<file path="src/rtl/idi_arbiter_if.sv">
// Bundle of requester-side and sink-side signals around the IDI arbiter.
//
// Handshake: a requester raises req_valid[i] with req_is_write/req_addr/req_wdata
// and holds them stable until req_ready[i] pulses for one cycle (req_err[i] and
// req_rdata qualify that same cycle). Dropping req_valid[i] before req_ready[i]
// aborts the request. Toward the sink, m_valid stays high with stable fields
// until a cycle with m_ready=1 completes the transfer; m_rdata is sampled only
// in that cycle.
interface idi_arbiter_if #(
    parameter int N_REQ  = 4,
    parameter int ADDR_W = 64,
    parameter int DATA_W = 32
);
    logic [N_REQ-1:0]        req_valid;
    logic [N_REQ-1:0]        req_is_write;
    logic [N_REQ*ADDR_W-1:0] req_addr;
    logic [N_REQ*DATA_W-1:0] req_wdata;
    logic [N_REQ-1:0]        req_ready;
    logic [N_REQ-1:0]        req_err;
    logic [DATA_W-1:0]       req_rdata;
    logic                    m_valid;
    logic                    m_is_write;
    logic [ADDR_W-1:0]       m_addr;
    logic [DATA_W-1:0]       m_wdata;
    logic [DATA_W-1:0]       m_rdata;
    logic                    m_ready;

    // Arbiter side: consumes requests and sink responses, drives the rest.
    modport master (
        input  req_valid, req_is_write, req_addr, req_wdata, m_rdata, m_ready,
        output req_ready, req_err, req_rdata, m_valid, m_is_write, m_addr, m_wdata
    );

    // Environment side: requesters plus the sink.
    modport slave (
        output req_valid, req_is_write, req_addr, req_wdata, m_rdata, m_ready,
        input  req_ready, req_err, req_rdata, m_valid, m_is_write, m_addr, m_wdata
    );
endinterface

</file>
<file path="src/rtl/idi_arbiter.sv">
// Round-robin arbiter sharing one IDI sink port among N_REQ requesters.
// One transaction in flight at a time; an IDLE cycle separates grants.
// A BUSY-cycle counter aborts a stalled transaction with an error strobe.
module idi_arbiter #(
    parameter  int N_REQ       = 4,
    parameter  int ADDR_W      = 64,
    parameter  int DATA_W      = 32,
    parameter  int TIMEOUT_CYC = 255,
    localparam int IDX_W       = (N_REQ > 1) ? $clog2(N_REQ) : 1
) (
    input  logic             clk,
    input  logic             rst,
    idi_arbiter_if.master    bus,
    output logic             busy,
    output logic [IDX_W-1:0] grant_idx,
    output logic             dbg_state_o
);

    typedef enum logic {
        IDLE = 1'b0,
        BUSY = 1'b1
    } state_t;

    // Counter value seen in the last permitted BUSY cycle (counter starts at 0).
    localparam logic [15:0] CNT_LAST = 16'(TIMEOUT_CYC - 1);

    state_t            state_q, state_d;
    logic [IDX_W-1:0]  grant_q, grant_d;
    logic [IDX_W-1:0]  last_q, last_d;
    logic [15:0]       cnt_q, cnt_d;

    logic [IDX_W-1:0]  pick;
    logic [IDX_W-1:0]  cand;
    logic              found;

    logic              sel_write;
    logic [ADDR_W-1:0] sel_addr;
    logic [DATA_W-1:0] sel_wdata;

    // Round-robin choice: first requesting index upward from last_q+1, wrapping.
    always_comb begin
        pick  = '0;
        cand  = '0;
        found = 1'b0;
        for (int k = 1; k <= N_REQ; k++) begin
            cand = IDX_W'((int'(last_q) + k) % N_REQ);
            if (!found && bus.req_valid[cand]) begin
                found = 1'b1;
                pick  = cand;
            end
        end
    end

    // Route the granted requester's fields toward the sink.
    always_comb begin
        sel_write = 1'b0;
        sel_addr  = '0;
        sel_wdata = '0;
        for (int i = 0; i < N_REQ; i++) begin
            if (grant_q == IDX_W'(i)) begin
                sel_write = bus.req_is_write[i];
                sel_addr  = bus.req_addr[i*ADDR_W +: ADDR_W];
                sel_wdata = bus.req_wdata[i*DATA_W +: DATA_W];
            end
        end
    end

    // Next-state and output decode; completion beats abort, abort beats timeout.
    always_comb begin
        state_d        = state_q;
        grant_d        = grant_q;
        last_d         = last_q;
        cnt_d          = cnt_q;
        bus.m_valid    = 1'b0;
        bus.m_is_write = 1'b0;
        bus.m_addr     = '0;
        bus.m_wdata    = '0;
        bus.req_ready  = '0;
        bus.req_err    = '0;
        bus.req_rdata  = '0;
        case (state_q)
            IDLE: begin
                if (found) begin
                    grant_d = pick;
                    cnt_d   = '0;
                    state_d = BUSY;
                end
            end
            BUSY: begin
                bus.m_valid    = 1'b1;
                bus.m_is_write = sel_write;
                bus.m_addr     = sel_addr;
                bus.m_wdata    = sel_wdata;
                if (bus.m_ready) begin
                    bus.req_ready[grant_q] = 1'b1;
                    bus.req_rdata          = bus.m_rdata;
                    last_d                 = grant_q;
                    state_d                = IDLE;
                end else if (!bus.req_valid[grant_q]) begin
                    // Requester withdrew: no strobe, fairness pointer untouched.
                    state_d = IDLE;
                end else if (cnt_q == CNT_LAST) begin
                    bus.req_ready[grant_q] = 1'b1;
                    bus.req_err[grant_q]   = 1'b1;
                    last_d                 = grant_q;
                    state_d                = IDLE;
                end else begin
                    cnt_d = cnt_q + 16'd1;
                end
            end
            default: state_d = IDLE;
        endcase
    end

    // State registers with asynchronous reset.
    always_ff @(posedge clk or posedge rst) begin
        if (rst) begin
            state_q <= IDLE;
            grant_q <= '0;
            last_q  <= IDX_W'(N_REQ - 1);
            cnt_q   <= '0;
        end else begin
            state_q <= state_d;
            grant_q <= grant_d;
            last_q  <= last_d;
            cnt_q   <= cnt_d;
        end
    end

    assign busy        = (state_q == BUSY);
    assign grant_idx   = grant_q;
    assign dbg_state_o = state_q;

endmodule

</file>
<file path="src/flat_wrapper.sv">
// flat-port wrapper written by rule: the top's interface ports become plain ports
module idi_arbiter_flat 
#(
    parameter  int N_REQ       = 4,
    parameter  int ADDR_W      = 64,
    parameter  int DATA_W      = 32,
    parameter  int TIMEOUT_CYC = 255,
    localparam int IDX_W       = (N_REQ > 1) ? $clog2(N_REQ) : 1
)
  (clk, rst, busy, grant_idx, dbg_state_o, bus_req_valid, bus_req_is_write, bus_req_addr, bus_req_wdata, bus_m_rdata, bus_m_ready, bus_req_ready, bus_req_err, bus_req_rdata, bus_m_valid, bus_m_is_write, bus_m_addr, bus_m_wdata);
  idi_arbiter_if #(.N_REQ(N_REQ), .ADDR_W(ADDR_W), .DATA_W(DATA_W)) bus_i ();
  input  logic clk;
  input  logic rst;
  output logic busy;
  output logic [IDX_W-1:0] grant_idx;
  output logic dbg_state_o;
  input wire logic [$bits(bus_i.req_valid)-1:0] bus_req_valid;
  input wire logic [$bits(bus_i.req_is_write)-1:0] bus_req_is_write;
  input wire logic [$bits(bus_i.req_addr)-1:0] bus_req_addr;
  input wire logic [$bits(bus_i.req_wdata)-1:0] bus_req_wdata;
  input wire logic [$bits(bus_i.m_rdata)-1:0] bus_m_rdata;
  input wire logic [$bits(bus_i.m_ready)-1:0] bus_m_ready;
  output wire logic [$bits(bus_i.req_ready)-1:0] bus_req_ready;
  output wire logic [$bits(bus_i.req_err)-1:0] bus_req_err;
  output wire logic [$bits(bus_i.req_rdata)-1:0] bus_req_rdata;
  output wire logic [$bits(bus_i.m_valid)-1:0] bus_m_valid;
  output wire logic [$bits(bus_i.m_is_write)-1:0] bus_m_is_write;
  output wire logic [$bits(bus_i.m_addr)-1:0] bus_m_addr;
  output wire logic [$bits(bus_i.m_wdata)-1:0] bus_m_wdata;
  assign bus_i.req_valid = bus_req_valid;
  assign bus_i.req_is_write = bus_req_is_write;
  assign bus_i.req_addr = bus_req_addr;
  assign bus_i.req_wdata = bus_req_wdata;
  assign bus_i.m_rdata = bus_m_rdata;
  assign bus_i.m_ready = bus_m_ready;
  assign bus_req_ready = bus_i.req_ready;
  assign bus_req_err = bus_i.req_err;
  assign bus_req_rdata = bus_i.req_rdata;
  assign bus_m_valid = bus_i.m_valid;
  assign bus_m_is_write = bus_i.m_is_write;
  assign bus_m_addr = bus_i.m_addr;
  assign bus_m_wdata = bus_i.m_wdata;
  idi_arbiter #(.N_REQ(N_REQ), .ADDR_W(ADDR_W), .DATA_W(DATA_W), .TIMEOUT_CYC(TIMEOUT_CYC)) u_core (.clk(clk), .rst(rst), .bus(bus_i), .busy(busy), .grant_idx(grant_idx), .dbg_state_o(dbg_state_o));
endmodule
</file>
<file path="config.mk">
export PLATFORM = sky130hd
export DESIGN_NAME = idi_arbiter_flat
export DESIGN_NICKNAME = d
export VERILOG_FILES = /design/src/rtl/idi_arbiter_if.sv /design/src/rtl/idi_arbiter.sv /design/src/flat_wrapper.sv
export SDC_FILE = /design/constraint.sdc
export NUM_CORES = 1
export LEC_CHECK = 0
export BUFFER_PORTS_ARGS = -buffer_cell sky130_fd_sc_hd__buf_2
export CAP_MARGIN = 5
export CORE_AREA = 2 2 224 226
export CTS_CLUSTER_DIAMETER = 80
export CTS_CLUSTER_SIZE = 8
export DETAILED_ROUTE_END_ITERATION = 8
export DIE_AREA = 0 0 226 228
export SLEW_MARGIN = 30
export SYNTH_ARGS = -nofsm -noshare
export SYNTH_HDL_FRONTEND = slang
export SYNTH_SLANG_ARGS = --single-unit
</file>
<file path="constraint.sdc">
create_clock -name clk -period 1.75 [get_ports clk]
set_input_delay 0.0875 -clock clk [delete_from_list [all_inputs] [get_ports clk]]
set_output_delay 0.0875 -clock clk [all_outputs]
set_load 0.05 [all_outputs]
</file>
==> flow_summary.ini <==
[die]
core_area_sq_um = 49350
rows = 82
fp.dieH_microns = 228
num_io_pins = 569
die_w_microns = 226
die-area_sq_um = 51530
start_util_pct = 9.376

[logic_synthesis]
synth.distinct_cells = 47
synth_edf_count = 0
yosys_warnings = 0
synth_top_area_cell = mux4_2
ys_top_cells_by_area = mux4_2 (47%), and2_1 (13%), dfrtp_1 (10%)
synthFlopType = dfrtp_1
synth_top_area_share_pct = 47.21
synth_area_sq_um = 4627
synth_cells = 432
yosysSeqAreaShare_pct = 11.41
syn_nets = 861
synth-seq-cells = 21
async_reset_ff_share_pct = 100.0
avgSynthCellArea_sq_um = 10.71

[timing]
fmax_ghz = 0.4688
slew_headroom_pct = 66.83
period_share_pct = 121.9
tightest_slew_ns = 0.4930
worst_slack_ns = -0.3831
finClkSkew_ns = 0.007311
final-setup-viol-count = 125
period_needed_ns = 2.133
finalMaxSlewViolations = 0
rsz0062_at_grt = yes
finalHoldViolCount = 0

[worst_setup_path]
arrival_ns = 2.05
reg2reg_setup_slack_ns = -0.27
worst_setup_path_end_kind = output port
critPathKind = reg -> out
crit_path_max_fanout = 6
crit_path_start_kind = register
worst_ep_required_time_ns = 1.66

[pwr]
pwr-share-comb_pct = 93.5
peakVddDrop_uv = 635.4
power.switching_w = 0.01036
p_leak_nw = 4.950
seqPwrFrac_pct = 3.9
cell_internal_pwr_w = 0.009093
swShare_pct = 53.25
power.density_nw_per_um2 = 1849
clkPwrFrac_pct = 2.6

[routing]
wl_met2_microns = 15930
avgViaCountPerCell = 3.917
vias = 6796
ant_nets = 0
post_drt_wl_per_cell_microns = 20.05
routedLengthMet1_microns = 12640
drc = 0
wirelength_microns = 34790
highest_layer = met5
drtPass1Iterations = 5
dr_wl_met3_microns = 5524
drt-initial-drc-count = 366

[global_routing]
grt_max_degree = 59
antenna_found_initial = 26
grt_pass1_vias = 7045
track_usage_pct = 12.11
grt_pass1_wl_microns = 45800
gr-total-overflow = 0

[placement]
placed_area_sq_um = 9140
numPortBuffers = 568
hpwl_microns = 29100
place_inst = 1689
gp_congestion = 0.9012

[cells_and_area]
drive_gt1_share_pct = 85.89
stdcell_area_sq_um = 10520
instances_no_fill = 1735
area_growth_pct = 127.3
fin_util_pct = 21.31
nNetsFinal = 1479

[clock_tree]
root_buffer = clkbuf_16
insertion_delay_ns = 0.26
cts_tree = done
h-tree-depth = 1
clock-sinks = 21
clock_path_buffers = 2
path_clk_slew_ns = 0.06
cts_inserted_buffers = 3

[run_status]
status = finished with violations
violations = setup timing

[worst_hold_path]
hold_class = in -> reg

[job]
cap_violations = 0
## metrics by stage
stage               hold slack [ns]  TNS, ns  total power [W]  setup WS, ns
CTS                          0.2291   -31.63          0.01832       -0.3613
finish                       0.2357   -36.85          0.01945       -0.3831
global placement             0.1409   -11.62          0.01574       -0.2090
global route                 0.2971   -43.14          0.02027       -0.4390
detailed placement           0.1501   -13.72          0.01591       -0.2085
floorplan                   0.06234   -3.318          0.01213       -0.3462
## layout make-up
| class | instances | area (sq um) |
|---|---|---|
| flip-flops and latches | 21 | 539.3 |
| inverters | 8 | 32.53 |
| diodes | 14 | 35.03 |
| repair buffers | 663 | 4579 |
| clock buffers | 4 | 78.83 |
| well taps | 672 | 840.8 |
| multi-input cells | 353 | 4413 |
| fillers | 5330 | 38830 |
## repair_timing
item	in CTS	in global routing
resized for setup	163	83
endpoints found under the setup margin	124	125
hold buffers	1	0
gates cloned	4	4
pin swaps	5	13
hold endpoints to repair	10	0
buffers inserted	5	15
## cell families (layout without fill, tap and decap cells)
family,Yosys count,after routing,share of synthesized area (%)
AND/OR/NAND/NOR,215,215,28.47
multiplexers,109,109,49.81
adder cells (fa/ha/maj),2,2,0.5407
buffers and inverters,58,675,5.516
other,0,14,0
AO/OA/AOI/OAI,27,27,4.246
flip-flops,21,21,11.41
## worst paths after layout
| path | startpoint | to | cells past startpoint |
|---|---|---|---|
| worst min-delay path | bus_req_valid[2] | u_core.grant_idx[1]$_DFFE_PP0P_ | 3 |
| worst max register to register | u_core.grant_idx[0]$_DFFE_PP0P_ | u_core.cnt_q[2]$_DFFE_PP0P_ | 10 |
| worst min register to register | u_core.cnt_q[7]$_DFFE_PP0P_ | u_core.cnt_q[7]$_DFFE_PP0P_ | 2 |
| max in group asynchronous | rst | u_core.last_q[1]$_DFFE_PP1P_ | 4 |
| worst max-delay path | u_core.grant_idx[0]$_DFFE_PP0P_ | bus_m_addr[8] | 6 |
| min in group asynchronous | rst | u_core.busy$_DFF_PP0_ | 3 |
## cells in the mapped netlist (2+ instances only)
master and count:
and2_1 99, a221o_1 3, nand3_1 7, nand2_1 22
dfrtp_1 19, a211o_1 2, nand4_1 9, nor4b_1 3
buf_2 15, dfstp_2 2, clkbuf_1 29, o21ai_0 3
nor3_1 9, and4_1 4, nor2b_1 2, nand2b_1 3
a21oi_1 7, o22ai_1 2, o31ai_1 2, mux2i_1 12
nor4_1 6, ha_1 2, nor2_1 4, mux4_2 97
nor3b_1 2, buf_4 5, or4_1 3, and3_1 34
inv_1 7
## critical path: stages (launching register included)
cell and delay, ns:
dfrtp_4 0.53, buf_12 0.15, buf_12 0.14, buf_6 0.13, mux4_2 0.49, and2_4 0.19
buf_6 0.14
## metal layers
layer,track usage [%],vias to the layer above
li1,-,2978
met5,0,-
met3,7.419,46
met2,19.98,417
met4,1.656,26
met1,13.52,3329
## sequential cells by signal, indices dropped and copies added (netlist names)
signal / cells
u_core.grant_idx: 2
u_core.busy: 1
u_core.last_q: 2
u_core.cnt_q: 16
## layout by cell type, fill, tap and decap left out, drive strengths merged, types with 2 or more instances in the layout
cell / synthesis / routed
buf: 21 / 657
and2: 99 / 99
mux4: 97 / 97
and3: 34 / 34
nand2: 22 / 22
dfrtp: 19 / 19
diode: 0 / 14
mux2i: 12 / 12
nand4: 9 / 9
nor3: 9 / 9
clkbuf: 29 / 8
a21oi: 8 / 8
nand3: 7 / 7
inv: 7 / 7
nor4: 7 / 7
nor4b: 4 / 4
and4: 4 / 4
nor2: 4 / 4
nand2b: 3 / 3
a221o: 3 / 3
or4: 3 / 3
o21ai: 3 / 3
a211o: 2 / 2
nor3b: 2 / 2
nor2b: 2 / 2
dfstp: 2 / 2
o31ai: 2 / 2
o22ai: 2 / 2
ha: 2 / 2
## power groups by stage
stage | sequential, W | combinational [W] | clock, W
2_1_floorplan | 0.000796 | 0.0113 | 0
3_3_place_gp | 0.000712 | 0.0150 | 0
3_5_place_dp | 0.000717 | 0.0152 | 0
4_1_cts | 0.000730 | 0.0171 | 0.000511
5_1_grt | 0.000763 | 0.0190 | 0.000531
6_report | 0.000751 | 0.0182 | 0.000510
No activity file was read; power rests on OpenSTA's default activity.
